<file path="src/rtl/fir_sample_feeder.sv">
// fir_sample_feeder: FIFO prefill, start pulse and per-strobe sample feed for the folded FIR; FIR_FEEDER_UNDERRUN_CNT_EN adds underrun_cnt
module fir_sample_feeder #(
  parameter int DATA_WIDTH  = 16,
  parameter int DEPTH       = 8,
  parameter int START_LEVEL = 4
) (
  input  logic                    clk,
  input  logic                    rst,
  input  logic                    s_valid,
  output logic                    s_ready,
  input  logic [DATA_WIDTH-1:0]   s_data,
  input  logic                    clr,
  output logic                    fir_en,
  input  logic                    fir_sample_in,
  output logic [DATA_WIDTH-1:0]   fir_din,
  output logic [$clog2(DEPTH):0]  level,
  output logic                    underrun
`ifdef FIR_FEEDER_UNDERRUN_CNT_EN
  ,
  output logic [15:0]             underrun_cnt
`endif
);
  localparam int PW = $clog2(DEPTH);
  localparam int LW = PW + 1;
  localparam logic [1:0] FILL = 2'd0, START = 2'd1, RUN = 2'd2;
  logic [LW-1:0]         level_q, level_d;
  logic [PW-1:0]         wr_ptr_q, wr_ptr_d, rd_ptr_q, rd_ptr_d;
  logic                  underrun_q, underrun_d;
  logic [1:0]            state_q, state_d;
  logic [DATA_WIDTH-1:0] mem_q [DEPTH];
  logic [DATA_WIDTH-1:0] mem_d [DEPTH];
  logic                  push, pop, uf;
  always_comb begin
    s_ready    = level_q != LW'(DEPTH);
    push       = s_valid && s_ready;
    pop        = fir_sample_in && state_q != FILL && level_q != '0;
    uf         = fir_sample_in && state_q != FILL && level_q == '0;
    level_d    = clr ? '0 : level_q + LW'(push) - LW'(pop);
    wr_ptr_d   = clr ? '0 : wr_ptr_q + PW'(push);
    rd_ptr_d   = clr ? '0 : rd_ptr_q + PW'(pop);
    underrun_d = !clr && (underrun_q || uf);
    state_d    = state_q == FILL ? (level_d >= LW'(START_LEVEL) ? START : FILL) : RUN;
    mem_d      = mem_q;
    if (push && !clr) mem_d[wr_ptr_q] = s_data;
  end
  always_ff @(posedge clk) begin
    if (!rst) begin
      level_q    <= '0;
      wr_ptr_q   <= '0;
      rd_ptr_q   <= '0;
      underrun_q <= 1'b0;
      state_q    <= FILL;
    end else begin
      level_q    <= level_d;
      wr_ptr_q   <= wr_ptr_d;
      rd_ptr_q   <= rd_ptr_d;
      underrun_q <= underrun_d;
      state_q    <= state_d;
    end
  end
  always_ff @(posedge clk) mem_q <= mem_d;
  assign fir_en   = state_q == START;
  assign fir_din  = level_q != '0 ? mem_q[rd_ptr_q] : '0;
  assign level    = level_q;
  assign underrun = underrun_q;
`ifdef FIR_FEEDER_UNDERRUN_CNT_EN
  logic [15:0] cnt_q, cnt_d;
  always_comb cnt_d = clr ? 16'd0 : (uf && cnt_q != 16'hFFFF) ? cnt_q + 16'd1 : cnt_q;
  always_ff @(posedge clk) begin
    if (!rst) cnt_q <= 16'd0;
    else cnt_q <= cnt_d;
  end
  assign underrun_cnt = cnt_q;
`endif
endmodule

</file>
<file path="config.mk">
export PLATFORM = sky130hd
export DESIGN_NAME = fir_sample_feeder
export DESIGN_NICKNAME = d
export VERILOG_FILES = /design/src/rtl/fir_sample_feeder.sv
export SDC_FILE = /design/constraint.sdc
export NUM_CORES = 1
export LEC_CHECK = 0
export BUFFER_PORTS_ARGS = -buffer_cell sky130_fd_sc_hd__buf_2
export CORE_UTILIZATION = 35
export CTS_CLUSTER_SIZE = 10
export DETAILED_ROUTE_END_ITERATION = 10
export SYNTH_ARGS = -nofsm -noshare
export SYNTH_HDL_FRONTEND = slang
export SYNTH_SLANG_ARGS = --single-unit
</file>
<file path="constraint.sdc">
create_clock -name clk -period 3.5 [get_ports clk]
set_input_delay 0.35 -clock clk [delete_from_list [all_inputs] [get_ports clk]]
set_output_delay 0.35 -clock clk [all_outputs]
set_load 0.005 [all_outputs]
</file>
==> flow_summary.ini <==
[logic_synthesis]
ys_ff_latch = 141
synth_cells = 267
netlist_area_um2 = 5590
yosys-top-cells-area = edfxtp_1, mux4_1, mux4_2, dfxtp_1, a22o_1
syn_nets = 299
synth_area_leader_cell = edfxtp_1
synth_top_area_frac = 0.687
synth_edf_count = 128
seq_area_frac_synth = 0.734
async_flop_share = 0
yosys.cell_count.top_type = edfxtp_1
synthFlopType = edfxtp_1
synth_common_cells = edfxtp_1, mux4_2, a22o_1
ys_warn_count = 0
ys_types = 34
syn_avg_cell_area_um2 = 20.9

[grt]
overflow = 0
grt_pass1_vias = 2735
track_usage = 0.137
grt_max_degree = 33
grt_pass1_wl_um = 15600
antenna_found_initial = 0

[worst_setup_path]
worstReg2RegStart = level[2]
reg2reg_to = state_q[0]
crit_start = level[2]
cp-start-kind = flip-flop
r2r_cells = 12
worstPathArrival_ps = 2830
end_kind = flip-flop
endpoint = state_q[0]
ff2ff_setup_slack_ps = 1000
worstPathMaxFanout = 4
required_ps = 3830
critPathKind = flip-flop to flip-flop

[routing]
first_iter_violations = 264
drc = 0
num_vias = 2680
vias_per_cell = 4.84
ant_nets = 0
wl_um = 10400
drt_first_pass_iters = 4
wl_per_cell_um = 18.8

[finish]
diodes = 0
num-nets-final = 363
drive_above_1_share = 0.312
syn2layout_area_growth_pct = 19.7
final.fill_count = 1336
final_util = 0.435

[placement]
io_buffer_count = 43
place.gp.congestion = 0.786
dp_hpwl_um = 5970

[floorplanning]
rows = 45
die_h_um = 128
ioPinCount = 44
start_util = 0.364
die_w_um = 128
core_um2 = 15400
die_area_um2 = 16500

[clocking]
path_clk_slew_ps = 60
cts_buffers = 17
cts-resized-gates = 0
root_buffer = clkbuf_16
cts_hold_buf = 0
cts_tree = yes
postCtsSetupBuffers = 0
clkLatencyLatePin_ps = 420
htreeDepth = 4
clockBufferDepth = 2
clock_sinks = 141

[flow_run]
max_cap_violations = 0

[timing]
final.period_utilization = 0.715
drv_slew = 0
fin_crit_ps = 2500
hold_ws_ps = 168
setup_viol = 0
skew_ps = 9.79
slew_headroom = 0.411
worst_pin_slew_ps = 881
rsz0062_at_grt = false
fmax_ghz = 0.400
setup_tns_ps = 0
hold_violations = 0

[power_and_ir_drop]
p_per_area_nw_per_um2 = 565
irDropWorstVdd_mv = 0.384
p_leak_nw = 2.29

[worst_hold_path]
hold_path_class = input port to flip-flop

[run_status]
status = complete, no violations
[layout by cell type (no fill, tap or decap), drive strengths merged, types with 3 or more instances in the layout]
cell and instances:
a22o 16, and2 8, buf 55, bufinv 3, clkbuf 17, clkinv 7, clkinvlp 3, dfxtp 13
edfxtp 128, ha 10, inv 7, mux4 32, nand2 3, nand2b 3, nor2 12, nor2b 3
nor3 3, xnor2 4
[worst max-delay path: stages, from the launching register on]
cell and delay (ps):
dfxtp_1 310, inv_1 100, ha_1 150, or3b_2 480, and2_1 190, inv_1 50
ha_1 120, inv_1 40, ha_1 210, fa_1 440, nand3_1 110, mux2i_1 70
nor4_1 160
[stage by stage]
| step | cell area (um^2) | total power, W | instances | setup WS [ps] |
|---|---|---|---|---|
| after floorplan | 5590 | 0.00195 | 267 | 979 |
| after global placement | 6090 | 0.00202 | 523 | 1050 |
| after detailed placement | 6090 | 0.00202 | 523 | 1020 |
| after CTS | 6690 | 0.00382 | 554 | 991 |
| after global routing | 6690 | 0.00390 | 554 | 796 |
| final | 6690 | 0.00378 | 554 | 999 |
[kinds of logic after synthesis]
logic type | count (synthesis) | synth area share
DFF | 141 | 0.734
and+or+nand+nor | 40 | 0.0403
muxes | 33 | 0.141
AOI/OAI and AO/OA | 22 | 0.0327
buffers and inverters | 16 | 0.0201
adders and majority gates | 11 | 0.0260
xor gates and xnor gates | 4 | 0.00626
[flip-flops by register name (all words and copies together), names as in the netlist]
name and count:
mem_q 128, level 4, rd_ptr_q 3, wr_ptr_q 3, state_q 2, underrun 1
[area by class of cell]
class	count	area, um^2	area share
Clock buffer	17	425	0.0636
Clock inverter	14	171	0.0256
Inverter	6	22.5	0.00337
Multi-Input combinational cell	110	1390	0.207
Sequential cell	141	4110	0.614
Tap cell	211	264	0.0395
Timing Repair Buffer	55	318	0.0475
[power breakdown]
group          switching, W  internal, W
registers        0.00000536      0.00185
clock network      0.000680      0.00112
logic             0.0000722    0.0000517
[how the worst min path moves through the flow]
| stage | cells past startpoint | slack (ps) | to | from |
|---|---|---|---|---|
| global route | 2 | 160 | state_q[1] | rst |
| detailed placement | 2 | 460 | underrun | underrun |
| finish | 2 | 170 | state_q[1] | rst |
| floorplan | 0 | 450 | mem_q[0] | s_data[0] |
| CTS | 2 | 140 | state_q[1] | rst |
| global placement | 2 | 450 | underrun | underrun |
[per-layer routing]
layer	share of wire	GRT usage	vias to the layer above	routed length, um
li1	-	-	1235	-
met1	0.44	0.168	1357	4610
met2	0.48	0.206	71	4980
met3	0.063	0.0615	17	655
met4	0.017	0.0637	0	176
met5	0	0	-	0
Power figures use the tool's default switching activity.
